==> config.mk <==
export PLATFORM = sky130hd
export DESIGN_NAME = reg_bank_wb_flat
export DESIGN_NICKNAME = d
export VERILOG_FILES = /design/src/rtl/reg_bank_wb_if.sv /design/src/rtl/reg_bank_wb.sv /design/src/flat_wrapper.sv
export SDC_FILE = /design/constraint.sdc
export NUM_CORES = 1
export LEC_CHECK = 0
export BUFFER_PORTS_ARGS = -buffer_cell sky130_fd_sc_hd__buf_2
export CAP_MARGIN = 20
export CORE_ASPECT_RATIO = 0.7
export CORE_UTILIZATION = 57
export DETAILED_ROUTE_END_ITERATION = 12
export GPL_ROUTABILITY_DRIVEN = 0
export MAX_ROUTING_LAYER = met4
export PLACE_DENSITY = 0.95
export SYNTH_ARGS = -nofsm -noshare
export SYNTH_HDL_FRONTEND = slang
export SYNTH_SLANG_ARGS = --single-unit
==> constraint.sdc <==
create_clock -name clk -period 11.8 [get_ports clk]
set_input_delay 2.95 -clock clk [delete_from_list [all_inputs] [get_ports clk]]
set_output_delay 2.95 -clock clk [all_outputs]
set_load 0.005 [all_outputs]
==> src/rtl/reg_bank_wb_if.sv <==
// Write and dump handshake bundle for the write-back register bank.
// The master drives requests; the slave (the bank) answers.
interface reg_bank_wb_if #(
  parameter int NREG = 16,
  parameter int W    = 16
);
  logic [NREG-1:0]   en_reg;
  logic [W-1:0]      wr_data;
  logic              wr_valid;
  logic              wr_ready;
  logic              wr_err;
  logic [NREG*W-1:0] reg_group;
  logic              dump_start;
  logic              dump_valid;
  logic              dump_ready;
  logic [3:0]        dump_idx;
  logic [W-1:0]      dump_data;
  logic              dump_busy;
  logic              dump_done;

  modport master (
    output en_reg, wr_data, wr_valid,
    output dump_start, dump_ready,
    input  wr_ready, wr_err, reg_group,
    input  dump_valid, dump_idx, dump_data,
    input  dump_busy, dump_done
  );

  modport slave (
    input  en_reg, wr_data, wr_valid,
    input  dump_start, dump_ready,
    output wr_ready, wr_err, reg_group,
    output dump_valid, dump_idx, dump_data,
    output dump_busy, dump_done
  );
endinterface

==> src/rtl/reg_bank_wb.sv <==
// 16x16 write-back register bank with one-hot writes
// and a sequential debug dump that blocks writes while active.
module reg_bank_wb #(
  parameter int NREG = 16,
  parameter int W    = 16
) (
  input  logic         clk,
  input  logic         rst_n,
  reg_bank_wb_if.slave bus
);

  typedef enum logic [1:0] {
    IDLE = 2'd0,
    DUMP = 2'd1,
    DONE = 2'd2
  } state_e;

  state_e         state_q;
  logic [3:0]     cnt_q;
  logic [W-1:0]   regs_q [NREG];
  logic           wr_err_q;
  logic           done_q;

  logic           fire;
  logic           multi;
  logic           onehot;

  assign fire   = bus.wr_valid & (state_q == IDLE);
  // x & (x-1) clears the lowest set bit; non-zero means 2+ bits
  assign multi  = |(bus.en_reg & (bus.en_reg - 1'b1));
  assign onehot = (|bus.en_reg) & ~multi;

  always_ff @(posedge clk) begin
    if (!rst_n) begin
      state_q  <= IDLE;
      cnt_q    <= '0;
      wr_err_q <= 1'b0;
      done_q   <= 1'b0;
      for (int i = 0; i < NREG; i++)
        regs_q[i] <= '0;
    end else begin
      wr_err_q <= fire & multi;
      done_q   <= 1'b0;
      if (fire && onehot) begin
        for (int i = 0; i < NREG; i++)
          if (bus.en_reg[i])
            regs_q[i] <= bus.wr_data;
      end
      unique case (state_q)
        IDLE: begin
          if (bus.dump_start) begin
            state_q <= DUMP;
            cnt_q   <= '0;
          end
        end
        DUMP: begin
          if (bus.dump_ready) begin
            cnt_q <= cnt_q + 4'd1;
            if (cnt_q == 4'd15) begin
              state_q <= DONE;
              done_q  <= 1'b1;
            end
          end
        end
        DONE: begin
          state_q <= IDLE;
        end
        default: begin
          state_q <= IDLE;
        end
      endcase
    end
  end

  always_comb begin
    bus.reg_group = '0;
    for (int i = 0; i < NREG; i++)
      bus.reg_group[i*W +: W] = regs_q[i];
  end

  assign bus.wr_ready   = (state_q == IDLE);
  assign bus.wr_err     = wr_err_q;
  assign bus.dump_valid = (state_q == DUMP);
  assign bus.dump_busy  = (state_q != IDLE);
  assign bus.dump_done  = done_q;
  assign bus.dump_idx   = cnt_q;
  assign bus.dump_data  = (state_q == DUMP) ? regs_q[cnt_q] : '0;

endmodule

==> src/flat_wrapper.sv <==
// flat-port wrapper written by rule: the top's interface ports become plain ports
module reg_bank_wb_flat 
#(
  parameter int NREG = 16,
  parameter int W    = 16
)
  (clk, rst_n, bus_en_reg, bus_wr_data, bus_wr_valid, bus_dump_start, bus_dump_ready, bus_wr_ready, bus_wr_err, bus_reg_group, bus_dump_valid, bus_dump_idx, bus_dump_data, bus_dump_busy, bus_dump_done);
  reg_bank_wb_if #(.NREG(NREG), .W(W)) bus_i ();
  input  logic clk;
  input  logic rst_n;
  input wire logic [$bits(bus_i.en_reg)-1:0] bus_en_reg;
  input wire logic [$bits(bus_i.wr_data)-1:0] bus_wr_data;
  input wire logic [$bits(bus_i.wr_valid)-1:0] bus_wr_valid;
  input wire logic [$bits(bus_i.dump_start)-1:0] bus_dump_start;
  input wire logic [$bits(bus_i.dump_ready)-1:0] bus_dump_ready;
  output wire logic [$bits(bus_i.wr_ready)-1:0] bus_wr_ready;
  output wire logic [$bits(bus_i.wr_err)-1:0] bus_wr_err;
  output wire logic [$bits(bus_i.reg_group)-1:0] bus_reg_group;
  output wire logic [$bits(bus_i.dump_valid)-1:0] bus_dump_valid;
  output wire logic [$bits(bus_i.dump_idx)-1:0] bus_dump_idx;
  output wire logic [$bits(bus_i.dump_data)-1:0] bus_dump_data;
  output wire logic [$bits(bus_i.dump_busy)-1:0] bus_dump_busy;
  output wire logic [$bits(bus_i.dump_done)-1:0] bus_dump_done;
  assign bus_i.en_reg = bus_en_reg;
  assign bus_i.wr_data = bus_wr_data;
  assign bus_i.wr_valid = bus_wr_valid;
  assign bus_i.dump_start = bus_dump_start;
  assign bus_i.dump_ready = bus_dump_ready;
  assign bus_wr_ready = bus_i.wr_ready;
  assign bus_wr_err = bus_i.wr_err;
  assign bus_reg_group = bus_i.reg_group;
  assign bus_dump_valid = bus_i.dump_valid;
  assign bus_dump_idx = bus_i.dump_idx;
  assign bus_dump_data = bus_i.dump_data;
  assign bus_dump_busy = bus_i.dump_busy;
  assign bus_dump_done = bus_i.dump_done;
  reg_bank_wb #(.NREG(NREG), .W(W)) u_core (.clk(clk), .rst_n(rst_n), .bus(bus_i));
endmodule
# Yosys cells after proc, flatten, opt, wreduce, memory -nomap -nowiden
# Memory sizes are Yosys's and may differ from the RTL's. A register that Yosys moved wholly into a read port is not among the register bits.
# Index checks and enable logic that the tools add are counted.
# Widths: inputs -> output; s select.
dict set report op_classes {
  muxes 92
  multipliers 0
  n_lt_le_gt_ge 0
  n_bitwise 21
  reduce_logical 9
  add_sub_neg 2
  n_div 0
  shifts 0
  n_eq_ne 5
}
# op count
set ops {}
lappend ops {{$mux 16} 17}
lappend ops {{$mux 1} 66}
lappend ops {{$reduce_or 16->1} 2}
lappend ops {{$and 16x16->16} 1}
lappend ops {{$mux 4} 4}
lappend ops {{$or 1x1->1} 16}
lappend ops {{$sub 16x1->16 const B} 1}
lappend ops {{$reduce_and 3->1} 3}
lappend ops {{$pmux 4 s2} 1}
lappend ops {{$mux 2} 3}
lappend ops {{$add 4x1->4 const B} 1}
lappend ops {{$eq 4x4->1 const B} 1}
lappend ops {{$ne 2x2->1 const B} 2}
lappend ops {{$pmux 2 s2} 1}
lappend ops {{$reduce_bool 2->1} 2}
lappend ops {{$and 1x1->1} 3}
lappend ops {{$eq 2x1->1 const B} 1}
lappend ops {{$logic_not 2->1} 1}
lappend ops {{$ne 2x1->1 const B} 1}
lappend ops {{$logic_and 1x1->1} 1}
lappend ops {{$not 1->1} 1}
dict set report word_totals {
  mem_bits_rw 256
  word_cells 134
  inputBits 37
  output_inout_bits 281
  latchBits 0
  mem_bits_ro 0
  reg_bits 8
  mem_count 1
}
# name words word_bits rd rd_ports_with_merged_regs write_ports line_no
set memory_table {}
lappend memory_table {u_core.regs_q 16 16 17 1 16 reg_bank_wb.sv:20} ;# logic [W-1:0] regs_q [NREG];

# Depth between registers and ports, before layout
dict set report depth {
  word_depth 10
  depth_mapped 7
  ltp_nobuf 5
}

# Least setup slack after synthesis
# OpenSTA, ideal clock, no wires.
dict set report synth_timing {
  path_type {input-to-reg}
  startpoint {input port bus_en_reg[1]}
  endpoint {memory u_core.regs_q[12][0] (enable)}
  cell_stages 6
  slack_ns 5.554
  path_buffers 1
  t_arrival_ns 5.835
  setup_ns 0.411
  t_required_ns 11.389
  cell_sequence {or3_4 a2111o_1 a2111oi_4 buf_6 nand3_1 o21ai_0}
}
# element line_no
set synth_rtl {}
lappend synth_rtl {{start, declared} flat_wrapper.sv:11} ;# input wire logic [$bits(bus_i.en_reg)-1:0] bus_en_reg;
lappend synth_rtl {{end, declared} reg_bank_wb.sv:20}

==> flow_metrics.py <==
metrics = {
    "run_status": {
        "run_status": "complete, no violations",
    },
    "die": {
        "die_area_um2": 21020,
        "core_um2": 19910,
        "die_x_um": 172.9,
        "initial_core_util_pct": 58.52,
        "io_pins": 318,
        "row_count": 43,
        "die_y_um": 121.6,
    },
    "logic_synthesis": {
        "syn-instance-count": 695,
        "synth.distinct_cells": 44,
        "synth_ff_type": "edfxtp_1",
        "syn_nets": 733,
        "yosys_warnings": 0,
        "synth_edf_count": 256,
        "yosysSeqAreaShare_pct": 68.05,
        "synth_area_um2": 11650,
        "synth.avg_cell_area_um2": 16.76,
        "synth_seq_cells": 268,
        "async_flop_share_pct": 0,
    },
    "route": {
        "drt_iter0_drc": 1100,
        "avgRoutedWirePerCell_um": 26.97,
        "drc": 0,
        "via_per_inst": 6.223,
        "drt_wl_total_um": 34520,
        "ant_nets": 0,
        "vias": 7965,
        "drt-pass1-iter-count": 5,
    },
    "worst_setup_path": {
        "start_kind": "flop",
        "cp_max_fo": 48,
        "cp.arrival_ns": 3.41,
        "worstSetupPathType": "reg -> out",
        "cp-end-kind": "output pin",
        "cp_data_required_time_ns": 8.85,
    },
    "layout": {
        "finalInstanceArea_um2": 14150,
        "nets": 1029,
        "syn_to_final_growth_pct": 21.50,
        "n_fill_cell": 1357,
        "post-route-util_pct": 71.11,
        "final_layout_size_suffix_gt1_share_pct": 50.40,
        "fin_cells": 1280,
    },
    "job": {
        "maxCapViolCount": 0,
    },
    "placement": {
        "dpl-instance-area_um2": 13380,
        "portBuffers": 317,
        "dpl.cell_count": 1232,
        "hpwl_um": 25530,
    },
    "global_routing": {
        "overflow": 0,
        "grt_pass1_vias": 7690,
        "grt.total_usage_pct": 34.31,
        "grt_use_met1_pct": 48.09,
        "grt_pass1_wl_um": 50360,
        "antenna_found_initial": 4,
        "grtUsageMet3_pct": 9.613,
        "use_met2_pct": 50.53,
        "grt_max_degree": 65,
        "busiest_layer": "met2",
    },
    "clock_tree": {
        "clock-sinks": 268,
        "clock_latency_ns": 0.51,
        "cts_max_path_buffers": 3,
        "clock_tree.root_cell": "clkbuf_16",
        "cts_made_buffers": 25,
        "post_cts_resized": 0,
        "htreeDepth": 1,
        "tritoncts": "yes",
        "postCtsSetupRepairBufs": 0,
        "path_clk_slew_ns": 0.06,
        "holdBufCountCts": 0,
    },
    "timing": {
        "rsz0062_at_grt": "no",
        "fin_skew_ns": 0.006731,
        "fmax_ghz": 0.1572,
        "finalHoldViolCount": 0,
        "worstMarginPinSlew_ns": 1.101,
        "slew_violations": 0,
        "relSlewSlack_pct": 26.59,
        "setup_viol": 0,
        "post-route-period-util_pct": 53.92,
        "period_minus_slack_ns": 6.363,
        "finalSetupTns_ns": 0,
    },
    "pwr": {
        "p_total_uw": 2055,
        "power_leakage_uw": 0.005496,
        "powerDensity_nw_per_um2": 145.2,
        "ir_worst_vdd_mv": 0.1159,
    },
    "hold_path": {
        "hold_class": "reg -> reg",
    },
}
-- flip-flops by register name, summed over array words and instances (netlist names), named ones only --
signal / cells
u_core.state_q: 2
u_core.bus.dump_done: 1
u_core.bus.wr_err: 1
u_core.regs_q: 256
u_core.bus.dump_idx: 4
-- final timing paths --
check | startpoint | end | slack [ns] | depth (start not counted)
max | flop | bus_dump_data[4] | 5.44 | 5
min | u_core.state_q[1] | u_core.state_q[0] | 0.54 | 1
max reg2reg | u_core.state_q[0] | u_core.regs_q[6][14] | 8.57 | 4
min reg2reg | u_core.state_q[1] | u_core.state_q[0] | 0.54 | 1
-- cells in the final DEF, fill, tap and decap left out, drive strengths merged, types with 3 or more instances in the layout --
| master | instances |
|---|---|
| mux4 | 80 |
| nand2 | 30 |
| dfxtp | 12 |
| nor2 | 165 |
| clkbuf | 38 |
| buf | 324 |
| o21ai | 9 |
| and2 | 18 |
| o211ai | 3 |
| inv | 23 |
| nand3 | 3 |
| clkinv | 5 |
| edfxtp | 256 |
| o2111ai | 10 |
-- area by class of cell --
cell class / instances / area (um^2) / area share (%)
Sequential cell: 268 / 7933 / 56.04
Clock inverter: 6 / 52.55 / 0.3713
Timing Repair Buffer: 324 / 1659 / 11.72
Antenna cell: 2 / 5.005 / 0.03536
Tap cell: 270 / 337.8 / 2.387
Clock buffer: 38 / 684.4 / 4.835
Inverter: 23 / 86.33 / 0.6099
Multi-Input combinational cell: 349 / 3397 / 24.00
-- kinds of logic (layout without fill, tap and decap cells) --
logic type | count (synthesis) | after routing | synth area share [%]
and+or+nand+nor | 231 | 231 | 9.462
DFF | 268 | 268 | 68.05
muxes | 82 | 82 | 15.64
other | 0 | 2 | 0
adders and majority gates | 1 | 1 | 0.1074
AOI/OAI and AO/OA | 33 | 33 | 3.533
buffers and inverters | 78 | 391 | 3.061
xor gates and xnor gates | 2 | 2 | 0.1504
-- critical path: stages, from the launching register on --
cell and delay [ns]:
dfxtp_4 0.56, buf_4 0.82, mux4_2 0.68, mux4_2 0.50, and2_1 0.17, buf_2 0.14
-- stage by stage --
stage,hold WS [ns],setup slack (ns)
floorplan,0.4807,5.554
global placement,0.5003,5.730
detailed placement,0.5238,5.581
CTS,0.5288,5.364
global route,0.5816,5.228
finish,0.5406,5.437
-- Yosys cell counts, types with 2 or more instances --
library cell	count	share of area, %
edfxtp_1	256	66
nor2_1	111	3.6
mux4_2	80	15
nor2_2	54	2.9
clkbuf_1	32	1.0
nand2_1	30	0.97
inv_1	23	0.74
and2_1	17	0.91
dfxtp_1	12	2.1
buf_1	9	0.29
o21ai_0	9	0.39
buf_6	7	0.68
o2111ai_4	7	1.6
buf_2	6	0.26
nand3_1	3	0.13
o2111ai_2	3	0.39
o211ai_1	3	0.19
and3_1	2	0.11
and4_1	2	0.15
mux2i_1	2	0.17
nand4_1	2	0.11
nor2b_1	2	0.11
nor4_1	2	0.11
-- per-layer routing --
layer | wire, um | vias up
li1 | - | 3235
met1 | 13230 | 4052
met2 | 15660 | 609
met3 | 4803 | 69
met4 | 831 | 0
met5 | 0 | -
-- where the power goes --
| group | switching, uW | internal [uW] | leakage, uW |
|---|---|---|---|
| Combinational | 106 | 72.3 | 0.00245 |
| Sequential | 31.7 | 1090 | 0.00269 |
| Clock | 334 | 420 | 0.000358 |
Power figures use the tool's default switching activity.
